==> src/rtl/nn_pkg.sv <==
// Shared constants, FSM state type and weight-address helper for the hidden-layer datapath.
`default_nettype none

package nn_pkg;

    localparam int X_W = 4;
    localparam int W_W = 8;
    localparam int R_W = 10;

    typedef enum logic [1:0] {
        IDLE    = 2'd0,
        DRIVE   = 2'd1,
        CAPTURE = 2'd2,
        OUTPUT  = 2'd3
    } state_e;

    typedef struct packed {
        logic [7:0] k;
        logic [7:0] j;
    } waddr_t;

    // Flat weight address k*X_W + j split back into neuron k and input j.
    function automatic waddr_t split_waddr(input logic [7:0] addr);
        waddr_t s;
        s.k = addr / 8'(X_W);
        s.j = addr % 8'(X_W);
        return s;
    endfunction

endpackage

`default_nettype wire

==> src/rtl/hidden_weight_bank.sv <==
// Per-neuron weight register file: synchronous write, combinational read of one neuron's weights.
`default_nettype none

module hidden_weight_bank
    import nn_pkg::*;
#(
    parameter  int NUM_HIDDEN = 4,
    localparam int DEPTH      = NUM_HIDDEN * X_W,
    localparam int IDX_W      = $clog2(DEPTH),
    localparam int KW         = $clog2(NUM_HIDDEN),
    localparam int JW         = $clog2(X_W)
) (
    input  logic                 clk_i,
    input  logic                 rst_i,
    input  logic                 wr_en_i,
    input  logic [IDX_W-1:0]     wr_addr_i,
    input  logic [W_W-1:0]       wr_data_i,
    input  logic [KW-1:0]        rd_k_i,
    output logic [X_W*W_W-1:0]   rd_w_o
);

    logic [W_W-1:0] mem_q [DEPTH];

    always_ff @(posedge clk_i or negedge rst_i) begin
        if (!rst_i) begin
            for (int i = 0; i < DEPTH; i++) begin
                mem_q[i] <= '0;
            end
        end else if (wr_en_i) begin
            mem_q[wr_addr_i] <= wr_data_i;
        end
    end

    for (genvar j = 0; j < X_W; j++) begin : g_rd
        localparam logic [JW-1:0] J_IDX = JW'(j);
        assign rd_w_o[j*W_W +: W_W] = mem_q[{rd_k_i, J_IDX}];
    end

endmodule

`default_nettype wire

==> src/rtl/hidden_layer_sequencer.sv <==
// Time-multiplexes one shared hidden neuron over NUM_HIDDEN logical neurons and
// presents the collected layer results as one packed word.
`default_nettype none

module hidden_layer_sequencer
    import nn_pkg::*;
#(
    parameter  int NUM_HIDDEN = 4,
    localparam int DEPTH      = NUM_HIDDEN * X_W,
    localparam int IDX_W      = $clog2(DEPTH),
    localparam int KW         = $clog2(NUM_HIDDEN),
    // one spare bit so that addresses past the bank are representable and rejected
    localparam int ADDR_W     = IDX_W + 1
) (
    input  logic                      clk_i,
    input  logic                      rst_i,
    input  logic                      x_valid_i,
    output logic                      x_ready_o,
    input  logic [X_W-1:0]            x_i,
    input  logic                      wr_en_i,
    input  logic [ADDR_W-1:0]         wr_addr_i,
    input  logic [W_W-1:0]            wr_data_i,
    output logic                      wr_err_o,
    output logic                      neuron_en_o,
    output logic [X_W-1:0]            neuron_x_o,
    output logic [X_W*W_W-1:0]        neuron_w_o,
    input  logic [R_W-1:0]            neuron_result_i,
    output logic                      hidden_valid_o,
    input  logic                      hidden_ready_i,
    output logic [NUM_HIDDEN*R_W-1:0] hidden_o,
    output logic                      busy_o
);

    state_e                    state_q;
    logic [KW-1:0]             k_q;
    logic [X_W-1:0]            x_q;
    logic [X_W*W_W-1:0]        w_q;
    logic [NUM_HIDDEN*R_W-1:0] slots_q;
    logic                      wr_err_q;

    logic                      wr_ok;
    waddr_t                    wr_split;
    logic [KW-1:0]             rd_k;
    logic [X_W*W_W-1:0]        rd_w;
    logic [X_W*W_W-1:0]        w_d;

    assign wr_ok    = wr_en_i && (state_q == IDLE) && (wr_addr_i < ADDR_W'(DEPTH));
    assign wr_split = split_waddr(8'(wr_addr_i));
    assign rd_k     = (state_q == IDLE) ? '0 : k_q + 1'b1;

    hidden_weight_bank #(
        .NUM_HIDDEN (NUM_HIDDEN)
    ) u_bank (
        .clk_i     (clk_i),
        .rst_i     (rst_i),
        .wr_en_i   (wr_ok),
        .wr_addr_i (wr_addr_i[IDX_W-1:0]),
        .wr_data_i (wr_data_i),
        .rd_k_i    (rd_k),
        .rd_w_o    (rd_w)
    );

    // A write landing on the same edge as the accept must reach the first DRIVE.
    always_comb begin
        w_d = rd_w;
        for (int j = 0; j < X_W; j++) begin
            if (wr_ok && (wr_split.k == 8'(rd_k)) && (wr_split.j == 8'(j))) begin
                w_d[j*W_W +: W_W] = wr_data_i;
            end
        end
    end

    always_ff @(posedge clk_i or negedge rst_i) begin
        if (!rst_i) begin
            state_q  <= IDLE;
            k_q      <= '0;
            x_q      <= '0;
            w_q      <= '0;
            slots_q  <= '0;
            wr_err_q <= 1'b0;
        end else begin
            wr_err_q <= wr_en_i && !wr_ok;
            case (state_q)
                IDLE: begin
                    if (x_valid_i) begin
                        x_q     <= x_i;
                        k_q     <= '0;
                        w_q     <= w_d;
                        state_q <= DRIVE;
                    end
                end
                DRIVE: begin
                    state_q <= CAPTURE;
                end
                CAPTURE: begin
                    slots_q[int'(k_q)*R_W +: R_W] <= neuron_result_i;
                    if (k_q == KW'(NUM_HIDDEN - 1)) begin
                        state_q <= OUTPUT;
                    end else begin
                        k_q     <= k_q + 1'b1;
                        w_q     <= w_d;
                        state_q <= DRIVE;
                    end
                end
                OUTPUT: begin
                    if (hidden_ready_i) begin
                        state_q <= IDLE;
                    end
                end
                default: begin
                    state_q <= IDLE;
                end
            endcase
        end
    end

    assign x_ready_o      = (state_q == IDLE);
    assign busy_o         = (state_q != IDLE);
    assign neuron_en_o    = (state_q == DRIVE);
    assign hidden_valid_o = (state_q == OUTPUT);
    assign neuron_x_o     = x_q;
    assign neuron_w_o     = w_q;
    assign hidden_o       = slots_q;
    assign wr_err_o       = wr_err_q;

endmodule

`default_nettype wire
==> config.mk <==
export PLATFORM = sky130hd
export DESIGN_NAME = hidden_layer_sequencer
export DESIGN_NICKNAME = d
export VERILOG_FILES = /design/src/rtl/nn_pkg.sv /design/src/rtl/hidden_weight_bank.sv /design/src/rtl/hidden_layer_sequencer.sv
export SDC_FILE = /design/constraint.sdc
export NUM_CORES = 1
export LEC_CHECK = 0
export ABC_AREA = 1
export CAP_MARGIN = 10
export CELL_PAD_IN_SITES_DETAIL_PLACEMENT = 0
export CELL_PAD_IN_SITES_GLOBAL_PLACEMENT = 2
export CORE_MARGIN = 1.5
export CORE_UTILIZATION = 37
export DETAILED_ROUTE_END_ITERATION = 10
export PLACE_DENSITY = 0.84
export SETUP_SLACK_MARGIN = 0.05
export SYNTH_ARGS = -nofsm -noshare
export SYNTH_HDL_FRONTEND = slang
export SYNTH_HIERARCHICAL = 1
export SYNTH_SLANG_ARGS = --single-unit
==> constraint.sdc <==
create_clock -name clk_i -period 3 [get_ports clk_i]
set_input_delay 0.6 -clock clk_i [delete_from_list [all_inputs] [get_ports clk_i]]
set_output_delay 0.6 -clock clk_i [all_outputs]
set_load 0.005 [all_outputs]
### After elaboration in Yosys (flattened, before gate mapping)

Cells that the tools add are included.

* register bits after elaboration: 209
* input port bits: 32

* add/sub/neg operators: 2
* $mul: 1
* order comparisons: 7
* eq/ne operators: 11
* shift-type cells: 2
* multiplexer cells: 31
* bitwise logic cells: 5
* reduce and logical (&&, ||, !) cells: 17

Operators by type and width (count)
* 8-bit binary-select mux with 4-bit select: 4
* 128-bit bitwise mux: 1
* 8-bit 2-to-1 mux: 13
* 32-bit 2-to-1 mux: 2
* 32-bit case mux with 2 select lines: 1
* 40-bit bitwise mux: 1
* 10-bit by 33-bit variable shift with 40-bit output, first input constant: 1
* 10-bit by 33-bit variable part select with 40-bit output: 1
* 6-bit negation with 33-bit output: 1
* 8-bit demux with 4-bit select: 1
* 5-bit >= comparator, second input constant: 5
* 4-bit inverter with 5-bit output: 5
* 2-bit 2-to-1 mux: 6
* 2-bit equality test, second input constant: 5
* 1-bit logical AND: 9
* 8-bit zero test: 1
* 2-bit case mux with 4 select lines: 1
* 5-bit by 1-bit < comparator with 1-bit output, second input constant: 1
* 5-bit < comparator, second input constant: 1
* 2-bit by 3-bit multiplier with 5-bit output, second input constant: 1
* 2-bit by 1-bit equality test with 1-bit output, second input constant: 2
* 2-bit inequality test, second input constant: 2
* 2-bit case mux with 2 select lines: 1
* 2-bit AND reduction: 2
* other kinds (7): 8

### Logic depth before layout (Yosys ltp)

* word-level depth: 9
* depth in mapped cells: 13

### Modules after synthesis

Netlist, hierarchy kept.

By module, submodules not included
* hidden_weight_bank: instances 1, cells an instance 853, area each 6917.9 um2, sequential area each 3203.1 um2
* hidden_layer_sequencer: instances 1, cells an instance 635, area each 4584.4 um2, sequential area each 2026.9 um2

### Worst setup path before layout

No wires, ideal clock.

* kind: register to register
* start: reg k_q[0]
* end: reg w_q[10], in the netlist neuron_w_o[10]
* setup time: 0.117 ns
* arrival time: 1.803 ns
* required time: 2.883 ns
* setup slack: 1.079 ns
* cell stages (with the launch flop): 14
* buffers on the path: 2
* clock period less this slack: 1.921 ns
* cells stage by stage: dfrtp_1 inv_1 ha_1 o21ai_1 inv_1 buf_2 buf_1 a21oi_1 o21ai_0 nand2_1 inv_1 nand2_1 nand3_1 nand2_1

* cells in the longest elaborated chain, start to end: 9

RTL lines
* from (decl): RTL line hidden_layer_sequencer.sv:35 `logic [KW-1:0] k_q;`
* from (signal assigned): RTL line hidden_layer_sequencer.sv:100 `k_q <= k_q + 1'b1;`
* 2-bit by 1-bit adder with 2-bit output (*): RTL line hidden_layer_sequencer.sv:49 `assign rd_k = (state_q == IDLE) ? '0 : k_q + 1'b1;`
* 2-bit 2-to-1 mux (*): RTL line hidden_layer_sequencer.sv:49
* net rd_k[1]: RTL line hidden_layer_sequencer.sv:43 `logic [KW-1:0] rd_k;`
* 4-bit inverter with 5-bit output (not written as such) (*): RTL line hidden_weight_bank.sv:36 `assign rd_w_o[j*W_W +: W_W] = mem_q[{rd_k_i, J_IDX}];`
* 8-bit binary-select mux with 4-bit select (*): RTL line hidden_weight_bank.sv:36
* 8-bit 2-to-1 mux (not written as such) (*) (2 in a row): RTL line hidden_weight_bank.sv:36
* net rd_w[10]: RTL line hidden_layer_sequencer.sv:44 `logic [X_W*W_W-1:0] rd_w;`
* 8-bit 2-to-1 mux (*): RTL line hidden_layer_sequencer.sv:67 `if (wr_ok && (wr_split.k == 8'(rd_k)) && (wr_split.j == 8'(j))) begin`
* 32-bit 2-to-1 mux, on equally long branches: RTL line hidden_layer_sequencer.sv:97, hidden_layer_sequencer.sv:85
* 32-bit case mux with 2 select lines (*): RTL line hidden_layer_sequencer.sv:83 `case (state_q)`
* to (signal assigned): RTL line hidden_layer_sequencer.sv:88 `w_q <= w_d;`
* to (signal assigned): RTL line hidden_layer_sequencer.sv:101 `w_q <= w_d;`
* to (decl): RTL line hidden_layer_sequencer.sv:37 `logic [X_W*W_W-1:0] w_q;`

The timed path passes the listed nets; every way through them passes the cells marked *. The select of a mux whose other input is x is not followed.
A chain may end at the register's enable or synchronous reset.

### Final worst setup path

* start: reg k_q[0]
* end: reg w_q[2], in the netlist neuron_w_o[2]

Same word-level chain as after synthesis.

==> impl_metrics.ini <==
[final_layout]
nFillCells = 3142
final_common_cell = nand2_1
diodes = 0
final_area_um2 = 13800
seq_area_um2 = 5230
final_cell_mix = nand2_1, dfrtp_1, inv_1
drive_gt1_frac = 0.102
multi_input_area_um2 = 5180
final_core_util = 0.452
syn_to_final_growth_pct = 20.1
fin_nets = 1617
fin_cells = 1994

[clock_tree]
clock_latency_ps = 530
post_cts_resized = 0
post_cts_buffers = 0
root_buffer = clkbuf_16
cts.sinks = 209
cts_tree = done
h-tree-depth = 1
cts_buffer_depth = 3
cts_made_buffers = 26
clk_pin_slew_ps = 60
ctsHoldBuffers = 0

[detailed_routing]
vias_per_cell = 5.04
wl_um = 35300
wl_per_cell_um = 17.7
first_pass_iters = 7
drtIter0Drc = 865
num_vias = 10100
ant_nets = 0
drc_errors = 0

[critical_path]
worst_path_largest_cell_delay_ps = 370
crit_chain = inv_1, ha_1, o21ai_1, clkinv_1, buf_4, a21oi_1, o21ai_0, nand2_1, inv_1, nand2_1, nand3_1, nand2_1
cp-start-kind = flip-flop
cp.arrival_ps = 3070
critical_path_class = flip-flop to flip-flop
reg2reg_from = k_q[0]
cp-startpoint = k_q[0]
crit_required_ps = 3460
crit-reg2reg-capture = neuron_w_o[2]
cpMostUsedCell = nand2_1
crit_path_end_kind = flip-flop
r2r_slack_ps = 390
cp_max_fo = 64
crit_slowest_cell = dfrtp_1
crit_end = neuron_w_o[2]
rr_worst_depth = 12

[synth]
async_reset_ff_frac = 1.00
synth_top_family_by_area = simple AND/OR/NAND/NOR gates
synthesis.area_um2 = 11500
synth-main-ff-cell = dfrtp_1
synthSimpleGateAreaFrac = 0.353
synth_warnings = 6
synthAdderAreaFrac = 0.00653
synth_xor_xnor_area_share = 0
synth_nets = 1526
synth_area_leaders = dfrtp_1, nand2_1, nand4_1
synth_seq_cells = 209
yosysSeqAreaShare = 0.455
synth_compound_area_frac = 0.0897
post-synth-top-area-cell = dfrtp_1
synthMuxAreaShare = 0
synth_cell_types = 41
syn_inst = 1488
syn_area_per_cell_um2 = 7.73
synth_top_cell_area_share = 0.455
synth_edf_count = 0

[floorplanning]
dieWidth_um = 179
io-pin-count = 113
die-area_um2 = 32200
start_util = 0.376
coreArea_um2 = 30600
rows = 64
die_y_um = 179

[status]
status = finished, final reports clean

[global_route]
grt-ovfl-total = 0
antenna_found_initial = 0
grt_max_degree = 98
grt_pass1_vias = 9356
grt_pass1_wl_um = 55700
grt_use_total = 0.224

[place]
dpl.hpwl_um = 24000
dp_cells = 1947
placed_area_um2 = 12900
io_buffers = 112
gp_congestion = 0.816

[sta]
skew_ps = 8.00
finalMaxSlewViolations = 0
tns_ps = 0
holdWs_ps = 18.8
worstMarginPinSlew_ps = 752
max_freq_mhz = 384
setup_viol = 0
hold_viol = 0
final.min_clock_period_ps = 2610
grt_setup_unrepaired = false
fin_crit_sh = 0.869
max_slew_margin = 0.499

[pwr]
powerDensity_nw_per_um2 = 1060
ir_worst_vdd_mv = 0.626
power_leakage_nw = 6.97

[min_path]
hp-class = primary input to asynchronous set/reset pin

[job]
maxCapViolCount = 0
kinds of logic after synthesis:
family          count (synthesis)
compound gates                164
fa+ha+maj                       6
buf+inv                       233
flops                         209
simple gates                  876
worst max-delay path: cells and delay by family, from the launching register on:
family / cells / cell delay, ps
buffers and inverters: 4 / 870
AO/OA/AOI/OAI: 3 / 580
flip-flops: 1 / 370
AND/OR/NAND/NOR: 4 / 360
adder cells (fa/ha/maj): 1 / 310
worst min-delay path by stage:
| stage | from | endpoint | slack [ps] | cells past startpoint |
|---|---|---|---|---|
| 2_1_floorplan | rst_i | hidden_o[0] | 300 | 0 |
| 3_3_place_gp | u_bank/mem_q[120] | u_bank/mem_q[120] | 450 | 2 |
| 3_5_place_dp | u_bank/mem_q[110] | u_bank/mem_q[110] | 450 | 2 |
| 4_1_cts | rst_i | hidden_o[20] | 20 | 1 |
| 5_1_grt | rst_i | hidden_o[20] | 30 | 1 |
| 6_report | rst_i | hidden_o[20] | 20 | 1 |
registers in the layout, indices dropped and copies added (netlist names):
register / flops
hidden_o: 40
k_q: 2
neuron_w_o: 32
neuron_x_o: 4
state_q: 2
u_bank/mem_q: 128
wr_err_o: 1
per-stage QoR:
stage          power, mW  setup slack [ps]
3_5_place_dp        11.5               436
4_1_cts             14.8               417
6_report            14.7               393
5_1_grt             16.0               192
2_1_floorplan       8.85              1080
3_3_place_gp        11.5               428
synthesized netlist by cell type (7+ instances only):
cell type,instances
buf_2,26
nor2_4,11
dfrtp_1,209
inv_1,130
nand2_1,616
inv_2,7
o21bai_1,12
buf_6,18
nand4_1,92
clkbuf_1,29
o21bai_2,20
nor2_1,23
buf_4,7
o21ai_0,61
a21oi_1,44
o211ai_1,17
nand3_1,93
nand3_2,9
routing by layer:
| layer | GRT usage | share of wire | vias up |
|---|---|---|---|
| met4 | 0.0410 | 0.013 | 0 |
| li1 | - | - | 4969 |
| met3 | 0.0248 | 0.054 | 36 |
| met1 | 0.354 | 0.51 | 4780 |
| met2 | 0.326 | 0.43 | 266 |
| met5 | 0 | 0 | - |
power by group:
group,internal [mW],switching (mW),total (mW)
Combinational,2.68,4.45,7.13
Clock,1.94,1.22,3.16
Sequential,3.85,0.554,4.40
Total,8.48,6.22,14.7
final cells by class:
class,instances,area share
clock buffers,41,0.0592
clock inverters,6,0.00417
inverters,147,0.0414
multi-input cells,1046,0.375
flip-flops and latches,209,0.378
well taps,396,0.0359
repair buffers,149,0.106
Power figures use the tool's default switching activity.
